**src/rtl/seg7_pkg.sv**
```systemverilog
// Shared constants for the 7-segment scan driver: blank pattern, segment bit order
// and the active-low hex decode table.
package seg7_pkg;

   // Segment vector order is {a,b,c,d,e,f,g}, segment a in the MSB; all patterns active-low
   localparam int SEG_A_BIT = 6;
   localparam int SEG_G_BIT = 0;

   localparam logic [6:0] SEG_BLANK = 7'b1111111;

   localparam logic [15:0][6:0] SEG_TABLE = {
      7'b0111000,  // F
      7'b0110000,  // E
      7'b1000010,  // d
      7'b0110001,  // C
      7'b1100000,  // b
      7'b0001000,  // A
      7'b0000100,  // 9
      7'b0000000,  // 8
      7'b0001111,  // 7
      7'b0100000,  // 6
      7'b0100100,  // 5
      7'b1001100,  // 4
      7'b0000110,  // 3
      7'b0010010,  // 2
      7'b1001111,  // 1
      7'b0000001   // 0
   };

   function automatic logic [6:0] seg_decode(input logic [3:0] nib);
      return SEG_TABLE[nib];
   endfunction

endpackage

```
**src/rtl/seg7_hex_decoder.sv**
```systemverilog
// Combinational hex nibble to active-low 7-segment pattern.
module seg7_hex_decoder
   import seg7_pkg::*;
(
   input  logic [3:0] nib_i,
   output logic [6:0] seg_o
);

   assign seg_o = seg_decode(nib_i);

endmodule

```
**src/rtl/seg7_scan_driver.sv**
```systemverilog
// Time-multiplexed common-anode 7-segment scan driver with shadowed display word.
// Optional leading-zero blanking is built when SEG7_LEAD_ZERO_BLANK_EN is defined.
module seg7_scan_driver
   import seg7_pkg::*;
#(
   parameter int DIGITS   = 8,
   parameter int SCAN_DIV = 100000
)
(
   input  logic                  clk100_i,
   input  logic                  rstn_i,
   input  logic [4*DIGITS-1:0]   data_i,
   input  logic [DIGITS-1:0]     dp_i,
   input  logic [DIGITS-1:0]     en_i,
   input  logic                  load_i,
   output logic [6:0]            hex_o,
   output logic                  dp_o,
   output logic [DIGITS-1:0]     an_o,
   output logic                  frame_o
);

   localparam int PW = (SCAN_DIV > 1) ? $clog2(SCAN_DIV) : 1;
   localparam int IW = (DIGITS > 1) ? $clog2(DIGITS) : 1;
   localparam logic [PW-1:0] PRESC_MAX = PW'(SCAN_DIV - 1);
   localparam logic [IW-1:0] IDX_MAX   = IW'(DIGITS - 1);

   logic [PW-1:0]        presc_q, presc_d;
   logic [IW-1:0]        idx_q, idx_d;
   logic [4*DIGITS-1:0]  data_q;
   logic [DIGITS-1:0]    dp_sh_q;
   logic [DIGITS-1:0]    en_q;
   logic [DIGITS-1:0]    show;
   logic                 tick;
   logic                 wrap;
   logic                 active;
   logic [3:0]           nib;
   logic [6:0]           seg;
   logic [DIGITS-1:0]    an_q, an_d;
   logic [6:0]           hex_q, hex_d;
   logic                 dpo_q, dpo_d;

   assign tick = (presc_q == PRESC_MAX);
   assign wrap = tick && (idx_q == IDX_MAX);

   always_comb begin
      presc_d = tick ? '0 : presc_q + PW'(1);
      idx_d   = idx_q;
      if (tick) begin
         idx_d = wrap ? '0 : idx_q + IW'(1);
      end
   end

   // Which digits may light: enable mask, optionally masked by leading-zero detect
`ifdef SEG7_LEAD_ZERO_BLANK_EN
   for (genvar gi = 0; gi < DIGITS; gi++) begin : g_lz
      if (gi == 0) begin : g_d0
         assign show[gi] = en_q[gi];
      end else begin : g_dn
         assign show[gi] = en_q[gi] & (|data_q[4*DIGITS-1:4*gi]);
      end
   end
`else
   assign show = en_q;
`endif

   assign nib    = data_q[{idx_q, 2'b00} +: 4];
   assign active = show[idx_q];

   seg7_hex_decoder u_dec (
      .nib_i (nib),
      .seg_o (seg)
   );

   always_comb begin
      an_d  = '1;
      hex_d = SEG_BLANK;
      dpo_d = 1'b1;
      if (active) begin
         an_d  = ~(DIGITS'(1) << idx_q);
         hex_d = seg;
         dpo_d = ~dp_sh_q[idx_q];
      end
   end

   always_ff @(posedge clk100_i or negedge rstn_i) begin
      if (!rstn_i) begin
         presc_q <= '0;
         idx_q   <= '0;
         data_q  <= '0;
         dp_sh_q <= '0;
         en_q    <= '0;
         an_q    <= '1;
         hex_q   <= SEG_BLANK;
         dpo_q   <= 1'b1;
      end else begin
         presc_q <= presc_d;
         idx_q   <= idx_d;
         if (load_i) begin
            data_q  <= data_i;
            dp_sh_q <= dp_i;
            en_q    <= en_i;
         end
         an_q  <= an_d;
         hex_q <= hex_d;
         dpo_q <= dpo_d;
      end
   end

   assign an_o  = an_q;
   assign hex_o = hex_q;
   assign dp_o  = dpo_q;
   // With SCAN_DIV=1 the tick is permanently true, so gate by reset to keep frame_o low in reset
   assign frame_o = wrap & rstn_i;

endmodule

```
**config.mk**
```make
export PLATFORM = sky130hd
export DESIGN_NAME = seg7_scan_driver
export DESIGN_NICKNAME = d
export VERILOG_FILES = /design/src/rtl/seg7_pkg.sv /design/src/rtl/seg7_hex_decoder.sv /design/src/rtl/seg7_scan_driver.sv
export SDC_FILE = /design/constraint.sdc
export NUM_CORES = 1
export LEC_CHECK = 0
export BUFFER_PORTS_ARGS = -buffer_cell sky130_fd_sc_hd__buf_4
export CAP_MARGIN = 20
export CORE_MARGIN = 2
export CORE_UTILIZATION = 45
export DETAILED_ROUTE_END_ITERATION = 8
export PLACE_DENSITY = 0.71
export RECOVER_POWER = 100
export SYNTH_ARGS = -nofsm -noshare
export SYNTH_HDL_FRONTEND = slang
export SYNTH_SLANG_ARGS = --single-unit
```
**constraint.sdc**
```tcl
create_clock -name clk100_i -period 2.46 [get_ports clk100_i]
set_clock_uncertainty 0.15 [all_clocks]
set_input_delay 0.123 -clock clk100_i [delete_from_list [all_inputs] [get_ports clk100_i]]
set_output_delay 0.123 -clock clk100_i [all_outputs]
set_load 0.02 [all_outputs]
```
======== After elaboration in Yosys (flattened, before gate mapping) ========
Memory sizes are Yosys's and may differ from the RTL's.
Index checks and enable logic that the tools add are counted.
storage, ports and cells
  bits in registers ....................... 84
  output and inout bits ................... 17
  word-level logic and storage cells ...... 31
  bits in read-only memories .............. 112
  memories kept ........................... 1
  input port bits ......................... 51
cells by class
  equality and inequality tests ........... 2
  mux-type cells .......................... 10
  shift operators ......................... 2
  $add $sub $neg .......................... 2
  magnitude comparators ................... 2
  bitwise gates (word level) .............. 3
  reductions and logical operators ........ 1
memory list
  name              words  bits a word  read ports  clocked after Yosys merged registers in  write ports  RTL line        RTL
  (name not given)  16     7            1           0                                        0            seg7_pkg.sv:31  return SEG_TABLE[nib];
operators by type and width
  operator                                            count
  indexed part select 32 x 6 -> 4 bit                 1
  adder 17 x 1 -> 17 bit, second input constant       1
  == test 17 bit, second input constant               1
  2-to-1 mux 17 bit                                   1
  2-to-1 mux 7 bit                                    2
  2-to-1 mux 8 bit                                    1
  NOT 8 bit                                           1
  << shifter 1 x 3 -> 8 bit, first input constant     1
  binary-select mux 1 bit (select 3 bit)              2
  < comparator 4 x 5 -> 1 bit, second input constant  1
  < comparator 3 x 4 -> 1 bit, second input constant  1
  adder 3 x 1 -> 3 bit, second input constant         1
  == test 3 bit, second input constant                1
  2-to-1 mux 1 bit                                    3
  2-to-1 mux 3 bit                                    1
  bitwise AND 1 bit                                   1
  logical AND 1 bit                                   1
  NOT 1 bit                                           1

======== Depth between registers and ports, before layout ========
  depth after elaboration ................. 4
  depth in mapped cells ................... 11
  depth with buffers taken out ............ 9

======== Cells and area by module ========
Synthesis repeated with hierarchy kept, for this count alone.
second synthesis, totals
  cells, all modules ...................... 289
  area total of the unflattened synthesis .. 3908.7 um^2
modules (own cells, without submodules)
  module            instances  area each (um^2)  seq. area each (um^2)  cells an instance
  seg7_scan_driver  1          3639.7            2122.0                 256
  seg7_hex_decoder  1          269.0             0.0                    33

======== Worst setup path before layout ========
No wires, ideal clock.
  path type ............................... reg-to-reg
  from .................................... reg idx_q[0]
  to ...................................... reg hex_q[3] (netlist: hex_o[3])
  stages on the path, launching flop included .. 12
  data required time ...................... 2.233 ns
  path slack .............................. -0.009 ns
  buffers on the path ..................... 2
  data arrival time ....................... 2.242 ns
  clock period less this slack ............ 2.469 ns
  setup time .............................. 0.077 ns
  cells stage by stage .................... dfrtp_1 buf_4 buf_2 mux4_2 nand2_1 and2_1 inv_1 ha_1 inv_1 or3_1 o2111a_1 a31oi_1
between the ends
  cells in the longest elaborated chain, start to end .. 4
  elaborated cells on any way between the ends .. 6
  those cells by class .................... shift: 1; mux: 4; memory: 1
RTL lines
  item                                    RTL line                 RTL
  from (decl)                             seg7_scan_driver.sv:28   logic [IW-1:0] idx_q, idx_d;
  from (signal assigned)                  seg7_scan_driver.sv:97   idx_q <= idx_d;
  indexed part select 32 x 6 -> 4 bit     seg7_scan_driver.sv:66   assign nib = data_q[{idx_q, 2'b00} +: 4];
  memory (16 x 7 bit)                     -
  2-to-1 mux 7 bit (implied by the code)  seg7_pkg.sv:31
  2-to-1 mux 7 bit *                      seg7_scan_driver.sv:78   if (active) begin
  via hex_d[3]                            seg7_scan_driver.sv:39   logic [6:0] hex_q, hex_d;
  to (signal assigned)                    seg7_scan_driver.sv:93   hex_q <= SEG_BLANK;
  to (signal assigned)                    seg7_scan_driver.sv:104  hex_q <= hex_d;
  to (decl)                               seg7_scan_driver.sv:39
The timed path passes the listed nets; every way through them passes the cells marked *. The select of a mux whose other input is x is not followed.
A chain may end at the register's enable or synchronous reset.

======== Worst setup path in the final report ========
  from .................................... reg presc_q[12]
  to ...................................... out frame_o
between the ends
  cells in the longest elaborated chain, start to end .. 3
RTL lines
  item                    RTL line                 RTL
  from (decl)             seg7_scan_driver.sv:27   logic [PW-1:0] presc_q, presc_d;
  from (signal assigned)  seg7_scan_driver.sv:96   presc_q <= presc_d;
  == test 17 bit          seg7_scan_driver.sv:42   assign tick = (presc_q == PRESC_MAX);
  logical AND 1 bit       seg7_scan_driver.sv:43   assign wrap = tick && (idx_q == IDX_MAX);
  bitwise AND 1 bit       seg7_scan_driver.sv:113  assign frame_o = wrap & rstn_i;
  to (decl)               seg7_scan_driver.sv:19   output logic frame_o
No other way between the ends.

==> results <==
- Setup repair after global routing could not meet its margin everywhere.
- After synthesis, the most frequently instantiated cells are dfrtp_1, mux2_2, nand2_1.
- Among all stages on the critical path, the largest delay is contributed by or4b_4.
- The count of max-cap constraint violations is 0.
- After layout, the worst path uses 113% of the clock period.
- The path class of the lowest-slack min-delay path is in -> async.
- Synthesis handed over a netlist of between 300 and 400 instances.
- The floorplan step defined a die boundary enclosing 9510 um^2.
- The busiest layer in global routing is met2.
- Setup violations remaining at the end of the flow were counted as 11.
- For the pin with the worst max-slew slack, the measured transition is 1160 ps.
- The fraction of layout cells with a size suffix above 1 is 40.5%.
- The number of diodes is 0.
- After clock tree synthesis, the clock-pin slew on the worst setup and hold paths is ~90 ps.
- The count of nets left with antenna violations once routing finished came out at 0.
- Once layout is complete, the utilization of the core stands at 62.0%.
- The post-route worst setup slack is -313 ps.
- By area the synthesized netlist is led by dfrtp_1, mux2_2, dfstp_2.
- The core area is around 8600 um^2.
- In this run the tightest slew margin relative to its limit is 22.5%.
- Routability-driven placement finished with a final weighted congestion of a little over 0.8.
- The time the final worst path needs with I/O delays and setup is around 2800 ps.
- Of all flip-flops after synthesis, the portion carrying an async set or reset was 100%.
- The count of cell types in the netlist is 44.
- The number of clock sinks is 84.
- Across every metal layer, demand over resource in global routing totals 19.0%.
- Compared with the post-synthesis result, the final layout area differs by 35.4%.
- The number of enable-type register cells in the synthesized netlist is 0.
- The share of the Yosys chip area taken by registers is 53.9%.
- In this design, the critical path's most frequently occurring cell is or4b_4.
- The DRC violations left is 0.
- Walking the worst path, the cells encountered are or4b_4 > or4b_4 > nor4_4 > and3_4 > and3_2 > buf_6.
- The type of element launching the critical path is a flip-flop.
- The first global-routing pass estimated approximately 14000 um of wire.
- The horizontal die dimension is a little under 100 um.
- For met2 alone, demand over resource in global routing was roughly a third.
- For this run, the detailed router's first-pass iteration total came to 4.
- Of all cell types, the one taking the most synthesized area is dfrtp_1.
- The number of global-route vias before repair is approximately 3k.
- The fraction of synthesized cell area taken by the top area cell type is 43.2%.
- The number of antenna violations at the first check in global routing is 0.
- The total standard cell area after synthesis is between 3000 and 4000 um^2.
- The pre-CTS setup slack is between 10 and 15 ps.
- The hold violation total from the final report was 0.
- The worst reg2reg path depth is 8.
- VDD sags by at most ~0.00033 V.
- The final non-filler cell area is approximately 5300 um^2.
- The mean post-synth cell area is 13.1 um^2.
- The count of yosys warnings during synthesis is 0.
- Entering global routing, the biggest net connects 49 pins.
- In the routed layout, each cell is associated on average with a via count of roughly 5.
- Along the worst path, the maximum fanout reaches 2.
- The later pin in the worst-skew pair is clocked with a latency of between 300 and 400 ps.
- In this run, the number of DRC markers left after iteration 0 of detailed routing was just under 90.
- The tree is rooted in a clkbuf_8.
- For the final routed database, the setup TNS stands at -1310 ps.
- For this run, the leading register cell type out of synthesis is dfrtp_1.
- The largest single stage delay on the critical path is around 540 ps.
- The maximum number of buffers from clock root to sink is 2.
- The total via count after detailed routing is around 2.8k.
- Once detailed placement completed, the half-perimeter wirelength came to 5400 um.
- The kind of capture point of the worst setup path is an output port.
- The total congestion overflow after global routing is 0.
- The port buffer count is 67.
- Derived from the worst setup path, the maximum achievable clock frequency is roughly 360 MHz.
- The number of CTS-inserted buffers is 9.
- The endpoint arrival time on the critical path is between 2000 and 3000 ps.
- Global routing consumed, on the met1 layer, a little under a quarter of the routing resources.
- STA puts the critical path data required time at about 2200 ps.
- The TritonCTS clock tree is built.
- Power spread over the standard cell area amounts to ~550 nW/um^2.
- The number of top-level pins is 68.
- The H-tree was split into 3 levels.
- The net total in the final layout is 501.
- In the final routed layout, each cell accounts on average for approximately 15 um.
- The total count of max-transition violations in the final report is 0.
- The analysis attributes to cell leakage a power of ~0.0023 uW.
- The initial utilization of the core area, before any placement, comes to 45.8%.
- In the global route stage, met3 resource usage came out at under 10%.
- The checks that failed: negative setup slack.
- The aggregate routed wire length is between 8000 and 9000 um.
- Measured along the y axis, the die boundary spans between 90 and 100 um.
- The number of storage elements in the synthesis netlist is between 80 and 90.
- The flow ran to the end, but the final reports show violations.
- After floorplanning, the core was divided into 34 placement rows.
- After detailed placement, the total cell area comes to around 4600 um^2.
- The worst setup path is of the reg -> out kind.
- In the post-synthesis netlist, the cell with the most instances is dfrtp_1.
- The number of nets handed over by synthesis was 365.
-- state kept, by name, summed over array words and instances, names as in the netlist --
| register | cells |
|---|---|
| an_o | 8 |
| en_q | 8 |
| hex_o | 7 |
| idx_q | 3 |
| presc_q | 17 |
| data_q | 32 |
| dp_sh_q | 8 |
| dp_o | 1 |
-- through the flow --
step / cells / total power, uW / hold slack [ps]
floorplan: 301 / 1790 / -323
detailed placement: 477 / 1970 / -127
global route: 550 / 3060 / 48.3
finish: 550 / 2920 / 39.1
global placement: 477 / 1950 / -127
CTS: 547 / 2950 / 40.3
-- routing by layer --
layer	wire length, um	part of all wire, %
met1	3620	43
met2	4290	51
met3	301	3.6
met4	161	1.9
met5	0	0
-- cell type report --
cell class	instances	area, um^2
well taps	108	135
flip-flops and latches	84	2120
repair buffers	138	1120
inverters	12	45.0
fillers	687	3260
multi-input cells	192	1730
clock inverters	6	46.3
clock buffers	10	138
-- path summary, 6_finish.rpt --
kind	start	end	slack, ps
min reg2reg	presc_q[0]	presc_q[0]	350
max	presc_q[12]	frame_o	-310
max reg2reg	presc_q[12]	presc_q[1]	-170
min in group clk100_i	presc_q[0]	presc_q[0]	350
min	rstn_i	presc_q[11]	40
max in group asynchronous	rstn_i	dp_o	1330
-- cell usage in the layout, fill, tap and decap left out, types with 3 or more instances in the layout --
cell           instances
o21ai_0                4
dfrtp_1               68
nand2_1               23
buf_6                  5
xor2_1                 6
mux2i_1                6
clkbuf_1              15
mux4_2                 8
xnor2_1               10
nor2_1                18
dfstp_2               14
a21oi_1                3
and3_1                 3
ha_1                  12
nor3_1                 3
nand3_1                7
inv_1                 10
clkbuf_8              10
dlygate4sd3_1         49
buf_4                 68
mux2_2                52
-- logic make-up after synthesis --
logic type                 after synthesis  synth area share [%]
AOI/OAI and AO/OA                       21                  3.78
xor gates and xnor gates                16                  3.56
adders and majority gates               13                  4.13
buffers and inverters                   25                  3.11
DFF                                     84                  53.9
muxes                                   70                  22.1
and+or+nand+nor                         72                  9.41
-- critical path: cells and delay by family (launching register included) --
family | cells | cell delay [ps]
AND/OR/NAND/NOR | 5 | 1650
flip-flops | 1 | 390
buffers and inverters | 1 | 110
-- where the power goes --
| group | internal (uW) | total (uW) | switching (uW) |
|---|---|---|---|
| combinational | 254 | 453 | 199 |
| sequential | 1500 | 1540 | 45.3 |
| clock | 402 | 931 | 530 |
| total | 2150 | 2920 | 774 |
-- timing repair --
item | in CTS | in global routing
endpoints found under the hold margin | 116 | 0
hold buffers | 49 | 0
endpoints found under the setup margin | 2 | 16
resized for setup | 6 | 10
setup buffers | 5 | 5
pin swaps | 1 | 0
Note: power is estimated with default switching activity, not from simulation.
